==> config.mk <==
export PLATFORM = sky130hd
export DESIGN_NAME = uart_tx_scheduler_flat
export DESIGN_NICKNAME = d
export VERILOG_FILES = /design/src/rtl/uart_pkg.sv /design/src/rtl/uart_tx_scheduler_if.sv /design/src/rtl/rr_arbiter.sv /design/src/rtl/uart_tx_scheduler.sv /design/src/flat_wrapper.sv
export SDC_FILE = /design/constraint.sdc
export NUM_CORES = 1
export LEC_CHECK = 0
export CAP_MARGIN = 20
export CORE_MARGIN = 4
export CORE_UTILIZATION = 35
export CTS_CLUSTER_DIAMETER = 80
export CTS_CLUSTER_SIZE = 8
export DETAILED_ROUTE_END_ITERATION = 8
export GPL_TIMING_DRIVEN = 0
export PLACE_DENSITY = 0.58
export SLEW_MARGIN = 20
export SYNTH_ARGS = -nofsm -noshare
export SYNTH_HDL_FRONTEND = slang
export SYNTH_SLANG_ARGS = --single-unit
==> constraint.sdc <==
create_clock -name PCLK -period 6.17 [get_ports PCLK]
set_input_delay 0.9255 -clock PCLK [delete_from_list [all_inputs] [get_ports PCLK]]
set_output_delay 0.9255 -clock PCLK [all_outputs]
set_load 0.03 [all_outputs]
==> src/rtl/uart_pkg.sv <==
// rtl/uart_pkg.sv - shared types and defaults for the UART TX scheduler
// Purpose: defaults for byte width and watchdog length, the scheduler state
//          encoding, and the round-robin index helper used by rr_arbiter.
// Ports:   none (package).
package uart_pkg;

  localparam int UART_DATA_W      = 8;
  localparam int UART_TIMEOUT_CYC = 200000;

  typedef enum logic [1:0] {
    ST_IDLE      = 2'd0,
    ST_START     = 2'd1,
    ST_WAIT_DONE = 2'd2,
    ST_RECOVER   = 2'd3
  } sched_state_t;

  // Index reached by stepping 'off' places past 'last' in an n-entry ring.
  function automatic int rr_next(input int last, input int off, input int n);
    return (last + off) % n;
  endfunction

endpackage

==> src/rtl/uart_tx_scheduler_if.sv <==
// rtl/uart_tx_scheduler_if.sv - requester and UART TX signal bundle
// Purpose: groups the requester handshake and the UART TX control/status
//          signals seen by uart_tx_scheduler.
// Ports (signals):
//   enable, req_valid[N_REQ], req_data[N_REQ*DATA_W]  requester side, into scheduler
//   req_ready[N_REQ]                                  one-hot accept, out of scheduler
//   tx_en, tx_rst, tx_data[DATA_W]                    UART TX controls, out of scheduler
//   tx_busy, tx_done                                  UART TX status, into scheduler
//   grant_id, grant_valid, timeout_err                status, out of scheduler
// Modports: slave = scheduler view, master = environment view.
interface uart_tx_scheduler_if #(
  parameter int N_REQ  = 4,
  parameter int DATA_W = 8
) ();

  localparam int GID_W = $clog2(N_REQ);

  logic                      enable;
  logic [N_REQ-1:0]          req_valid;
  logic [N_REQ*DATA_W-1:0]   req_data;
  logic [N_REQ-1:0]          req_ready;
  logic                      tx_en;
  logic                      tx_rst;
  logic [DATA_W-1:0]         tx_data;
  logic                      tx_busy;
  logic                      tx_done;
  logic [GID_W-1:0]          grant_id;
  logic                      grant_valid;
  logic                      timeout_err;

  modport slave (
    input  enable, req_valid, req_data, tx_busy, tx_done,
    output req_ready, tx_en, tx_rst, tx_data, grant_id, grant_valid, timeout_err
  );

  modport master (
    output enable, req_valid, req_data, tx_busy, tx_done,
    input  req_ready, tx_en, tx_rst, tx_data, grant_id, grant_valid, timeout_err
  );

endinterface

==> src/rtl/rr_arbiter.sv <==
// rtl/rr_arbiter.sv - combinational round-robin pick among N_REQ requests
// Purpose: finds the first asserted request scanning last+1, last+2, ...
//          (mod N_REQ) and returns it one-hot and as an index.
// Ports:
//   i_req[N_REQ]   request vector
//   i_last[IDX_W]  index granted most recently (lowest priority now)
//   o_grant[N_REQ] one-hot winner, zero when no request
//   o_idx[IDX_W]   winner index, zero when no request
//   o_any          at least one request present
module rr_arbiter
  import uart_pkg::*;
#(
  parameter int N_REQ = 4,
  parameter int IDX_W = $clog2(N_REQ)
) (
  input  logic [N_REQ-1:0] i_req,
  input  logic [IDX_W-1:0] i_last,
  output logic [N_REQ-1:0] o_grant,
  output logic [IDX_W-1:0] o_idx,
  output logic             o_any
);

  logic [IDX_W-1:0] w_cand;

  always_comb begin
    o_grant = '0;
    o_idx   = '0;
    o_any   = 1'b0;
    w_cand  = '0;
    // Offset N_REQ wraps back to 'last' itself, so a lone requester keeps winning.
    for (int off = 1; off <= N_REQ; off++) begin
      w_cand = IDX_W'(rr_next(int'(i_last), off, N_REQ));
      if (!o_any && i_req[w_cand]) begin
        o_any           = 1'b1;
        o_grant[w_cand] = 1'b1;
        o_idx           = w_cand;
      end
    end
  end

endmodule

==> src/rtl/uart_tx_scheduler.sv <==
// rtl/uart_tx_scheduler.sv - round-robin sharing of one UART transmitter
// Purpose: arbitrates N_REQ byte requesters onto a single UART TX, issues the
//          tx_en start pulse, waits for tx_done and recovers with tx_rst when
//          tx_done does not arrive within TIMEOUT_CYC cycles.
// Ports:
//   PCLK     system clock, rising edge
//   PRESETn  asynchronous active-low reset
//   bus      uart_tx_scheduler_if.slave: enable, req_valid/req_data/req_ready,
//            tx_en/tx_rst/tx_data, tx_busy/tx_done, grant_id/grant_valid/timeout_err
module uart_tx_scheduler
  import uart_pkg::*;
#(
  parameter int N_REQ       = 4,
  parameter int DATA_W      = UART_DATA_W,
  parameter int TIMEOUT_CYC = UART_TIMEOUT_CYC
) (
  input  logic                 PCLK,
  input  logic                 PRESETn,
  uart_tx_scheduler_if.slave   bus
);

  localparam int GID_W = $clog2(N_REQ);
  localparam int CNT_W = $clog2(TIMEOUT_CYC);
  localparam logic [CNT_W-1:0] CNT_LAST = CNT_W'(TIMEOUT_CYC - 1);
  localparam logic [CNT_W-1:0] CNT_MAX  = '1;

  sched_state_t       r_state;
  logic [GID_W-1:0]   r_last;
  logic [GID_W-1:0]   r_grant_id;
  logic [DATA_W-1:0]  r_tx_data;
  logic [CNT_W-1:0]   r_cnt;
  logic               r_tx_en;
  logic               r_tx_rst;
  logic               r_timeout_err;
  logic               r_grant_valid;

  logic [N_REQ-1:0]   w_grant;
  logic [GID_W-1:0]   w_idx;
  logic               w_any;
  logic               w_can_grant;
  logic [N_REQ-1:0]   w_ready;
  logic               w_accept;
  logic [DATA_W-1:0]  w_win_data;

  rr_arbiter #(
    .N_REQ (N_REQ),
    .IDX_W (GID_W)
  ) u_arb (
    .i_req   (bus.req_valid),
    .i_last  (r_last),
    .o_grant (w_grant),
    .o_idx   (w_idx),
    .o_any   (w_any)
  );

  // PRESETn in the gate keeps req_ready low while reset is held, not just after an edge.
  assign w_can_grant = (r_state == ST_IDLE) & bus.enable & ~bus.tx_busy & w_any & PRESETn;
  assign w_ready     = w_can_grant ? w_grant : '0;
  assign w_accept    = |(w_ready & bus.req_valid);
  assign w_win_data  = bus.req_data[w_idx*DATA_W +: DATA_W];

  always_ff @(posedge PCLK or negedge PRESETn) begin
    if (!PRESETn) begin
      r_state       <= ST_IDLE;
      r_last        <= GID_W'(N_REQ - 1);
      r_grant_id    <= '0;
      r_tx_data     <= '0;
      r_cnt         <= '0;
      r_tx_en       <= 1'b0;
      r_tx_rst      <= 1'b0;
      r_timeout_err <= 1'b0;
      r_grant_valid <= 1'b0;
    end else begin
      r_tx_en       <= 1'b0;
      r_tx_rst      <= 1'b0;
      r_timeout_err <= 1'b0;
      case (r_state)
        ST_IDLE: begin
          if (w_accept) begin
            r_tx_data     <= w_win_data;
            r_grant_id    <= w_idx;
            r_last        <= w_idx;
            r_grant_valid <= 1'b1;
            r_tx_en       <= 1'b1;
            r_state       <= ST_START;
          end
        end
        ST_START: begin
          // A tx_done here belongs to an earlier frame and is deliberately ignored.
          r_cnt   <= '0;
          r_state <= ST_WAIT_DONE;
        end
        ST_WAIT_DONE: begin
          if (r_cnt != CNT_MAX) begin
            r_cnt <= r_cnt + CNT_W'(1);
          end
          // tx_done takes priority over a watchdog expiry in the same cycle.
          if (bus.tx_done) begin
            r_grant_valid <= 1'b0;
            r_state       <= ST_IDLE;
          end else if (r_cnt == CNT_LAST) begin
            r_tx_rst      <= 1'b1;
            r_timeout_err <= 1'b1;
            r_state       <= ST_RECOVER;
          end
        end
        ST_RECOVER: begin
          // The byte is abandoned; r_last already points at it so the next requester is favoured.
          r_grant_valid <= 1'b0;
          r_state       <= ST_IDLE;
        end
        default: begin
          r_grant_valid <= 1'b0;
          r_state       <= ST_IDLE;
        end
      endcase
    end
  end

  assign bus.req_ready   = w_ready;
  assign bus.tx_en       = r_tx_en;
  assign bus.tx_rst      = r_tx_rst;
  assign bus.tx_data     = r_tx_data;
  assign bus.grant_id    = r_grant_id;
  assign bus.grant_valid = r_grant_valid;
  assign bus.timeout_err = r_timeout_err;

endmodule
==> src/flat_wrapper.sv <==
// flat-port wrapper written by rule: the top's interface ports become plain ports
module uart_tx_scheduler_flat import uart_pkg::*;
#(
  parameter int N_REQ       = 4,
  parameter int DATA_W      = UART_DATA_W,
  parameter int TIMEOUT_CYC = UART_TIMEOUT_CYC
)
  (PCLK, PRESETn, bus_enable, bus_req_valid, bus_req_data, bus_tx_busy, bus_tx_done, bus_req_ready, bus_tx_en, bus_tx_rst, bus_tx_data, bus_grant_id, bus_grant_valid, bus_timeout_err);
  uart_tx_scheduler_if #(.N_REQ(N_REQ), .DATA_W(DATA_W)) bus_i ();
  input  logic PCLK;
  input  logic PRESETn;
  input wire logic [$bits(bus_i.enable)-1:0] bus_enable;
  input wire logic [$bits(bus_i.req_valid)-1:0] bus_req_valid;
  input wire logic [$bits(bus_i.req_data)-1:0] bus_req_data;
  input wire logic [$bits(bus_i.tx_busy)-1:0] bus_tx_busy;
  input wire logic [$bits(bus_i.tx_done)-1:0] bus_tx_done;
  output wire logic [$bits(bus_i.req_ready)-1:0] bus_req_ready;
  output wire logic [$bits(bus_i.tx_en)-1:0] bus_tx_en;
  output wire logic [$bits(bus_i.tx_rst)-1:0] bus_tx_rst;
  output wire logic [$bits(bus_i.tx_data)-1:0] bus_tx_data;
  output wire logic [$bits(bus_i.grant_id)-1:0] bus_grant_id;
  output wire logic [$bits(bus_i.grant_valid)-1:0] bus_grant_valid;
  output wire logic [$bits(bus_i.timeout_err)-1:0] bus_timeout_err;
  assign bus_i.enable = bus_enable;
  assign bus_i.req_valid = bus_req_valid;
  assign bus_i.req_data = bus_req_data;
  assign bus_i.tx_busy = bus_tx_busy;
  assign bus_i.tx_done = bus_tx_done;
  assign bus_req_ready = bus_i.req_ready;
  assign bus_tx_en = bus_i.tx_en;
  assign bus_tx_rst = bus_i.tx_rst;
  assign bus_tx_data = bus_i.tx_data;
  assign bus_grant_id = bus_i.grant_id;
  assign bus_grant_valid = bus_i.grant_valid;
  assign bus_timeout_err = bus_i.timeout_err;
  uart_tx_scheduler #(.N_REQ(N_REQ), .DATA_W(DATA_W), .TIMEOUT_CYC(TIMEOUT_CYC)) u_core (.PCLK(PCLK), .PRESETn(PRESETn), .bus(bus_i));
endmodule
* Word level (Yosys, flattened, before mapping)
Cells that the tools add are included.
Word-level totals: bits in registers 35, output and inout bits 18, word-level logic and storage cells 101
Operators by class: $add $sub $neg 5, magnitude comparators 8, eq/ne operators 9, shifts and indexed selects 1, muxes and demuxes 43, bitwise logic cells 9, reductions and logical operators 18
Operators with widths (count):
- 18-bit one-hot mux with 2 select lines | 1
- 32-bit by 6-bit variable part select with 8-bit output | 1
- 4-bit two-way mux | 5
- 1-bit two-way mux | 19
- 18-bit by 1-bit adder with 18-bit output, second input constant | 1
- 18-bit equality test, second input constant | 1
- 18-bit two-way mux | 1
- 18-bit != test, second input constant | 1
- 2-bit two-way mux | 7
- 2-bit by 3-bit < comparator with 1-bit output, second input constant | 4
- 4-bit OR | 3
- 1-bit binary-select mux with 2-bit select | 4
- 1-bit demux with 2-bit select | 4
- 2-bit by 1-bit >= comparator with 1-bit output, second input constant | 4
- 2-bit one-hot mux with 4 select lines | 1
- 1-bit logical AND | 7
- 2-bit AND reduction | 3
- 2-bit by 1-bit adder with 2-bit output, second input constant | 2
- 2-bit adder, second input constant | 2
- 1-bit bitwise AND | 4
- 4-bit bitwise AND | 1
- 2-bit equality test, second input constant | 2
- 2-bit by 1-bit != test with 1-bit output, second input constant | 2
- 4-bit OR reduction | 1
- 10 further kinds | 12

* Depth between registers and ports, before layout
Gate-level depths: netlist of the first run.
word-level depth 20, mapped depth 13, gate-level depth less buffers 9

* By module
From an unflattened synthesis of the first run, not the netlist that was laid out.
Second synthesis, totals: cell total of the unflattened synthesis 238, area, all modules 2492.4 µm²
By module, submodules not included:
- uart_tx_scheduler | times used 1, cells an instance 170, area each 1966.9 µm², sequential area each 878.3 µm²
- rr_arbiter | times used 1, cells an instance 68, area each 525.5 µm², sequential area each 0.0 µm²

* Least setup slack after synthesis of the first run
Ideal clock, no wire load.
kind reg-to-output, from register u_core.r_last[0], to output port bus_req_ready[0], data arrival time 3.038 ns, required time 5.244 ns, slack 2.207 ns, stages on the path, launching flop included 9, buffers on the path 2, cells stage by stage dfstp_2 > buf_6 > clkinv_1 > ha_1 > buf_2 > mux2_2 > mux2i_1 > o21ai_0 > a31oi_1
On the way: word-level cells in the longest chain between the ends 16, elaborated cells between the ends (all ways) 52, those cells by class add/sub (4); order compare (8); mux (25); bitwise (5); reduce/logical (10)
RTL lines:
- start, declared | RTL line uart_tx_scheduler.sv:28 | logic [GID_W-1:0] r_last;
- start signal, assigned | RTL line uart_tx_scheduler.sv:65 | r_last <= GID_W'(N_REQ - 1);
- start signal, assigned | RTL line uart_tx_scheduler.sv:82 | r_last <= w_idx;
- parallel branches: the longest is 15 deep, another holds 2-bit by 3-bit < comparator with 1-bit output
- 4-bit two-way mux * | RTL line uart_tx_scheduler.sv:58 | assign w_ready = w_can_grant ? w_grant : '0;
- end, declared | RTL line flat_wrapper.sv:17 | output wire logic [$bits(bus_i.req_ready)-1:0] bus_req_ready;
Mark *: on every way between the ends. The select of a mux whose other input is x is not followed.

* Worst setup path in the final report of the first run
from register u_core.r_last[0], to output port bus_req_ready[3]
Same word-level chain as after synthesis.

==> impl_metrics.ini, run 1 <==
[placement]
dp_slack_ns = 1.44
place_congestion = 0.809
post-place-cells = 431
port_buffers = 56
dp_hpwl_um = 5160

[die]
rows = 30
design.core.area_um2 = 6940
die_h_um = 93.4
die_area_um2 = 8720
io_pins = 59
die_w_um = 93.4
start_util_pct = 36.8

[timing]
max_slew_margin_pct = 49.8
finalHoldViolCount = 0
fin_tns_setup_ns = 0
layout_min_cycle_time_ns = 5.07
layout_setup_ws_ns = 1.10
rsz0062_at_grt = false
clock.fmax_mhz = 197
fin_crit_sh_pct = 82.2
setup_viol = 0
worst_slew_pin_slew_ns = 0.732
drv_slew = 0
finClkSkew_ns = 0.00785

[grt]
grtUsageTotal_pct = 16.0
grt_max_degree = 22
grt_first_pass_wirelength_um = 11200
grt_pass1_vias = 2224
antenna_found_initial = 0
gr-total-overflow = 0

[cts]
postCtsSetupBuffers = 0
cts_root_buf = clkbuf_8
ctsHtreeMaxLevel = 2
cts.path.max_buffers = 2
cts_tree = built
clock_latency_ns = 0.29
ctsResizeCount = 0
hold_buffers = 0
cts.sinks = 35
cts_made_buffers = 5
clk_pin_slew_worst_paths_ns = 0.06

[synthesis]
synth-xor-area-share_pct = 1.03
netlist_top_cells_area = dfrtp_1 32%, nand2_1 5.0%, a211oi_1 4.7%
synth_fp_nets = 328
ys.flop_type = dfrtp_1
synth_simple_gate_area_share_pct = 18.6
synth_top_family_by_area = compound AO/OA/AOI/OAI gates
netlist.area_leader.share_pct = 32.4
synth_area_um2 = 2550
synth_cells = 278
ys_async_sr_fraction_pct = 100
ys_seq_area_share_pct = 34.4
synth_largest_area_cell = dfrtp_1
synth-seq-cells = 35
yosysUniqueCellTypes = 57
synth_compound_area_share_pct = 28.4
ys_warn_count = 0
synth_fa_ha_area_share_pct = 4.41
syn_area_per_cell_um2 = 9.18
synth.area.mux_share_pct = 8.28
synth_edf_count = 0

[pwr]
clkPwrFrac_pct = 12.7
pwr-share-comb_pct = 64.3
power.total_mw = 1.44
p_per_area_nw_per_um2 = 430
peakVddDrop_v = 0.000209
p_sw_mw = 0.685
leakage_nw = 1.34
seqPwrFrac_pct = 23.0
p_sw_share_pct = 47.5
p_int_mw = 0.758

[finish]
area_growth_pct = 31.5
layout.cells.non_filler = 439
multiInputGateArea_um2 = 1550
ff_latch_area_um2 = 878
layout.nets = 392
most-common-layout-cells = 55 x clkdlybuf4s50_1, 34 x nand2_1, 33 x dfrtp_1, 18 x o21ai_0
layout_commonest_cell = clkdlybuf4s50_1
fillCellCount = 661
diodes = 0
drive_gt1_share_pct = 10.8

[detailed_routing]
wirelength_um = 6760
via_count = 2365
drc = 0
wire_per_inst_um = 15.4
drt_iter0_markers = 163
viasPerCell = 5.39
drtPass1Iterations = 4
drtAntennaViolNets = 0

[critical_path]
cp.required_ns = 5.24
worst-path-max-fanout = 11
arrival_ns = 4.14
end_kind = output port
cpPeakStageDelay_ns = 0.69
crit_slowest_cell = clkdlybuf4s50_1
path_class = reg -> out
path_cells = buf_6, clkinv_1, ha_1, buf_2, mux2_2, mux2i_1, o32ai_1, a21oi_1, clkdlybuf4s50_1
critPathLaunchType = flip-flop

[flow_run]
drv_cap = 0

[worst_hold_path]
hold_class = reg -> reg

[outcome]
status = finished, final reports clean
final timing paths:
| path | start | endpoint | slack (ns) | cells after the start |
|---|---|---|---|---|
| max | u_core.r_last[0] | bus_req_ready[3] | 1.10 | 9 |
| min | u_core.bus.tx_data[7] | u_core.bus.tx_data[7] | 0.48 | 2 |
| max reg2reg | u_core.r_last[0] | u_core.bus.tx_data[3] | 1.81 | 12 |
| min reg2reg | u_core.bus.tx_data[7] | u_core.bus.tx_data[7] | 0.48 | 2 |
| max in group asynchronous | PRESETn | u_core.r_last[0] | 5.08 | 2 |
| min in group asynchronous | PRESETn | u_core.r_state[1] | 0.56 | 1 |
flip-flops by register name, summed over array words and instances (netlist names):
name,count
u_core.bus.grant_valid,1
u_core.bus.tx_en,1
u_core.bus.tx_rst,1
u_core.bus.grant_id,2
u_core.r_last,2
u_core.r_state,2
u_core.r_cnt,18
u_core.bus.tx_data,8
layout make-up:
type / count / share of cell area, %
multi-input combinational: 218 / 46.2
sequential: 35 / 26.2
timing repair buffer: 57 / 17.4
tap: 96 / 3.58
clock buffer: 8 / 2.98
buffer: 17 / 2.83
inverter: 8 / 0.895
power by group through the flow:
stage / Sequential, mW / Combinational, mW / Clock [mW]
4_1_cts: 0.333 / 0.932 / 0.188
3_3_place_gp: 0.334 / 0.924 / 0
2_1_floorplan: 0.398 / 0.590 / 0
6_report: 0.333 / 0.928 / 0.183
5_1_grt: 0.341 / 1.02 / 0.200
3_5_place_dp: 0.335 / 0.931 / 0
metrics by stage:
step	instance area [µm²]	hold WS, ns	util, %
floorplan	2550	0.463	-
global placement	3230	0.459	46.6
detailed placement	3260	0.470	46.9
CTS	3360	0.485	48.3
global route	3360	0.512	48.3
finish	3360	0.477	48.3
routing by layer:
layer | global-route usage [%] | routed length (µm) | up-vias | share of wire [%]
met1 | 23.5 | 3310 | 1093 | 49
li1 | - | - | 1194 | -
met4 | 4.76 | 86 | 0 | 1.3
met3 | 4.75 | 589 | 9 | 8.7
met2 | 22.5 | 2780 | 69 | 41
met5 | 0 | 0 | - | 0
cell families (layout without fill, tap and decap cells):
| logic type | after synthesis | after routing |
|---|---|---|
| AOI/OAI and AO/OA | 97 | 97 |
| xor gates and xnor gates | 3 | 3 |
| adders and majority gates | 9 | 9 |
| buffers and inverters | 25 | 90 |
| DFF | 35 | 35 |
| muxes | 15 | 15 |
| and+or+nand+nor | 94 | 94 |
critical path, delay by kind of cell, from the launching register on:
family | cells | cell delay (ns)
fa+ha+maj | 1 | 0.45
mux | 2 | 0.95
buf+inv | 4 | 1.38
flops | 1 | 0.58
compound gates | 2 | 0.52
cells in the mapped netlist, drive strengths merged, types with 6 or more instances:
cell,instances
a211oi,17
a21boi,16
a21oi,8
buf,8
clkbuf,9
dfrtp,33
ha,9
inv,7
mux2,6
nand2,35
nand3,14
nand4,8
nor2,10
nor3,9
o21ai,19
o31ai,11
Note: power is estimated with default switching activity, not from simulation.
==> run 2, diff against run 1 <==
Settings changed: PLACE_DENSITY 0.58 to 0.61.
Clock period 6.17 ns to 4.3 ns, I/O delays scaled along.
==> run 2 against run 1 <==
Against the previous run:
- sequential power grew 45%
- global-route usage grew 0.16 points
- cell area grew 0.82%
- highest routed layer unchanged
==> impl_metrics.ini, run 2 (same netlist as run 1, synthesis figures left out) <==
[outcome]
status = finished, final reports clean

[finish]
diodes = 0
area_growth_pct = 32.5
fillCellCount = 673
regMostFlops = u_core.r_cnt
layout.nets = 391
largest_reg_flops = 18
ff_latch_area_um2 = 878
multiInputGateArea_um2 = 1570
most-common-layout-cells = 51 x clkdlybuf4s50_1, 34 x nand2_1, 33 x dfrtp_1, 18 x o21ai_0
layout.cells.non_filler = 438
drive_gt1_share_pct = 12.6
layout_commonest_cell = clkdlybuf4s50_1
design_area_um2 = 3380

[critical_path]
cp.required_ns = 3.65
path_cells = buf_6, clkinv_2, ha_1, buf_2, mux4_2, or4_4, nand2_4, a31oi_1, dlygate4sd2_1
crit_slowest_cell = dfstp_2
critPathLaunchType = flip-flop
r2r.worst_path.cells = 13
arrival_ns = 3.39
crit_buf_inv = 4
r2r-start = u_core.r_last[0]
cpPeakStageDelay_ns = 0.59
worst-path-max-fanout = 11
end_kind = output port
r2r_slack_ns = 0.33
r2r-end = u_core.bus.tx_data[5]
crit_family = buffers and inverters
path_class = reg -> out

[timing]
clock.fmax_mhz = 248
layout_min_cycle_time_ns = 4.04
worst_slew_pin_slew_ns = 0.777
drv_slew = 0
fin_crit_sh_pct = 93.8
finClkSkew_ns = 0.0101
setup_viol = 0
rsz0062_at_grt = false
max_slew_margin_pct = 48.0
finalHoldViolCount = 0

[cts]
clock_latency_ns = 0.29
clk_pin_slew_worst_paths_ns = 0.08
cts_made_buffers = 5
cts_tree = built
hold_buffers = 0
cts_root_buf = clkbuf_8
cts.sinks = 35
cts.path.max_buffers = 2
ctsHtreeMaxLevel = 2

[grt]
grt_pass1_vias = 2349
grtUsageTotal_pct = 16.2
grt_first_pass_wirelength_um = 11400
grt_max_degree = 23
gr-total-overflow = 0
antenna_found_initial = 0

[detailed_routing]
drtAntennaViolNets = 0
wirelength_um = 6690
viasPerCell = 5.46
via_count = 2393
wire_per_inst_um = 15.3
drc = 0
drt_iter0_markers = 157
drtPass1Iterations = 4

[pwr]
leakage_nw = 1.40
peakVddDrop_v = 0.000256
p_per_area_nw_per_um2 = 616

[placement]
post-place-cells = 431
place_congestion = 0.842
dpl_cell_area_um2 = 3260
dp_hpwl_um = 5140
port_buffers = 56

[worst_hold_path]
hold_class = in -> async

[die]
design.core.area_um2 = 6940
die_area_um2 = 8720
die_h_um = 93.4
die_w_um = 93.4
io_pins = 59
rows = 30
start_util_pct = 36.8

[flow_run]
drv_cap = 0
==> run 2: layout make-up <==
type	count	share of cell area, %
clock buffer	6	2.44
sequential	35	26.0
multi-input combinational	218	46.5
clock inverter	2	0.481
inverter	8	0.925
tap	96	3.55
timing repair buffer	57	17.4
buffer	16	2.70
==> run 2: worst reg2reg max path, cell delays in order, from the launching register on <==
cell and delay [ns]:
dfstp_2 0.59, buf_6 0.16, clkinv_2 0.18, ha_1 0.38
buf_2 0.24, mux2i_1 0.39, mux2_2 0.32, a21oi_1 0.12
o21ai_2 0.29, and2_1 0.18, clkbuf_1 0.28, clkbuf_1 0.39
a211oi_1 0.14, o31ai_1 0.24
==> run 2: power by group <==
group          leakage, nW  total [mW]  internal (mW)  switching, mW
sequential           0.460       0.483          0.415         0.0688
clock               0.0474       0.254          0.131          0.123
combinational        0.890        1.35          0.539          0.808
total                 1.40        2.08           1.08           1.00
==> run 2: stage by stage <==
step           total power, mW  TNS [ns]  worst slack, ns  utilization [%]  hold WS, ns
4_1_cts                   2.10         0          0.00387             48.6        0.264
3_3_place_gp              1.80    -0.405           -0.121             46.6        0.458
5_1_grt                   2.27         0           0.0106             48.7        0.286
2_1_floorplan             1.42         0            0.617                -        0.349
3_5_place_dp              1.81    -0.815           -0.166             46.9        0.467
6_report                  2.08         0            0.265             48.7        0.266
==> run 2: worst max-delay path by stage <==
stage	startpoint	end	slack, ns	cells past startpoint
global placement	u_core.r_last[0]	bus_req_ready[3]	-0.12	9
detailed placement	u_core.r_last[0]	bus_req_ready[0]	-0.17	9
global route	u_core.r_last[0]	u_core.bus.tx_data[4]	0.01	13
floorplan	u_core.r_last[0]	bus_req_ready[0]	0.62	8
finish	u_core.r_last[0]	bus_req_ready[0]	0.26	9
CTS	u_core.r_last[0]	bus_req_ready[1]	0.004	9
==> run 2: per-layer routing <==
metal  GRT usage, %  part of all wire (%)  vias up
met5              0                     0        -
li1               -                     -     1190
met1           23.2                    48     1130
met2           23.1                    43       64
met3           5.31                   7.6        9
met4           4.52                   1.4        0
==> run 2: repair_timing <==
| action | CTS | global route |
|---|---|---|
| setup buffers | 0 | 0 |
| resized for setup | 6 | 4 |
| hold endpoints to repair | 0 | 0 |
| setup endpoints to repair | 12 | 11 |
==> run 3, diff against run 2 <==
Settings changed: MAX_ROUTING_LAYER from default to met4, RECOVER_POWER from default to 100.
==> run 3 against run 2 <==
Against the previous run:
- via count shrank 0.84%
- clock skew down 0.00066 ns
- fmax decreased by 1.1%
- setup slack got worse by 0.046 ns
- critical path depth unchanged
- count of clock-buffer cells in the layout down 1
- power decreased by 2.3%
- utilization shrank 0.63 points
- largest cell class unchanged
- die area did not move
==> impl_metrics.ini, run 3 (same netlist as run 1, synthesis figures left out) <==
[timing]
layout_setup_ws_ns = 0.219
clock.fmax_mhz = 245
fin_crit_sh_pct = 94.9
worst_slew_pin_slew_ns = 0.988
max_slew_margin_pct = 34.2
layout_min_cycle_time_ns = 4.08
fin_tns_setup_ns = 0
setup_viol = 0
finalHoldViolCount = 0
rsz0062_at_grt = false
finClkSkew_ns = 0.00947
drv_slew = 0

[cts]
ctsHtreeMaxLevel = 2
cts.sinks = 35
cts_made_buffers = 5
cts_root_buf = clkbuf_8
cts_tree = built
clock_latency_ns = 0.29
cts.path.max_buffers = 2
hold_buffers = 0
clk_pin_slew_worst_paths_ns = 0.07

[critical_path]
end_kind = output port
cp.required_ns = 3.65
worst-path-max-fanout = 11
path_class = reg -> out
r2r_slack_ns = 0.35
arrival_ns = 3.44
critPathLaunchType = flip-flop

[die]
die_area_um2 = 8720
design.core.area_um2 = 6940
rows = 30
die_w_um = 93.4
io_pins = 59
start_util_pct = 36.8
die_h_um = 93.4

[finish]
layout.nets = 391
fillCellCount = 670
regMostFlops = u_core.r_cnt
diodes = 0
area_growth_pct = 30.8
largest_reg_flops = 18
drive_gt1_share_pct = 11.4
layout_commonest_cell = clkdlybuf4s50_1
final_core_util_pct = 48.1
most-common-layout-cells = 37 x clkdlybuf4s50_1, 34 x nand2_1, 33 x dfrtp_1, 18 x o21ai_0, 17 x a211oi_1

[placement]
port_buffers = 56
dp_slack_ns = -0.136
dp_hpwl_um = 5090
place_congestion = 0.850

[grt]
grt_max_degree = 21
grt_first_pass_wirelength_um = 10800
gr-total-overflow = 0
grtUsageTotal_pct = 15.8
antenna_found_initial = 0
grt_pass1_vias = 2248

[detailed_routing]
wirelength_um = 6690
drtAntennaViolNets = 0
drt_iter0_markers = 138
via_count = 2373
viasPerCell = 5.42
wire_per_inst_um = 15.3
drtPass1Iterations = 4
drc = 0

[flow_run]
drv_cap = 0

[pwr]
leakage_nw = 1.37
p_per_area_nw_per_um2 = 610
power.total_mw = 2.04
peakVddDrop_v = 0.000312

[outcome]
status = finished, final reports clean

[worst_hold_path]
hold_class = reg -> reg
run 3: critical path, stage by stage (launching register included):
cell and delay [ns]:
dfstp_2 0.59, buf_6 0.15, clkinv_2 0.18, ha_1 0.37, buf_2 0.23, mux4_2 0.42
or4_1 0.62, nand2_4 0.14, a31oi_1 0.06, dlygate4sd2_1 0.37
run 3: what timing repair did:
action / in CTS / in global routing
buffers inserted: 0 / 0
endpoints found under the setup margin: 6 / 11
gates cloned: 0 / 0
resized for setup: 5 / 4
endpoints found under the hold margin: 0 / 0
run 3: final cells by class:
cell class                 instances  area (µm²)  area share (%)
clock inverter                     3        20.0           0.599
clock buffer                       5        68.8            2.06
tap                               96         120            3.60
multi-input combinational        218        1560            46.7
sequential                        35         878            26.3
timing repair buffer              57         571            17.1
inverter                           8        31.3           0.937
buffer                            16        91.3            2.74
run 3: path summary, 6_finish.rpt:
path                                  startpoint                     to  depth (start not counted)
min in group asynchronous                PRESETn        u_core.r_cnt[2]                          1
min                        u_core.bus.tx_data[4]  u_core.bus.tx_data[4]                          2
max reg2reg                     u_core.r_last[0]  u_core.bus.tx_data[5]                         13
max in group asynchronous                PRESETn      u_core.bus.tx_rst                          2
max                             u_core.r_last[0]       bus_req_ready[1]                          9
min reg2reg                u_core.bus.tx_data[4]  u_core.bus.tx_data[4]                          2
run 3: routing by layer:
| layer | track usage [%] | part of all wire [%] |
|---|---|---|
| met3 | 4.51 | 7.7 |
| met1 | 22.0 | 48 |
| met2 | 22.3 | 43 |
| met5 | - | 0 |
| met4 | 4.76 | 1.7 |
run 3: stage by stage:
step	cells	area (µm²)	hold slack (ns)
2_1_floorplan	278	2550	0.349
3_3_place_gp	430	3230	0.459
3_5_place_dp	431	3260	0.467
4_1_cts	438	3360	0.281
5_1_grt	438	3340	0.512
6_report	438	3340	0.476
run 3: report_power, final:
part           switching, mW  internal (mW)
registers             0.0675          0.414
clock network          0.124          0.113
logic                  0.803          0.513
total                  0.995           1.04
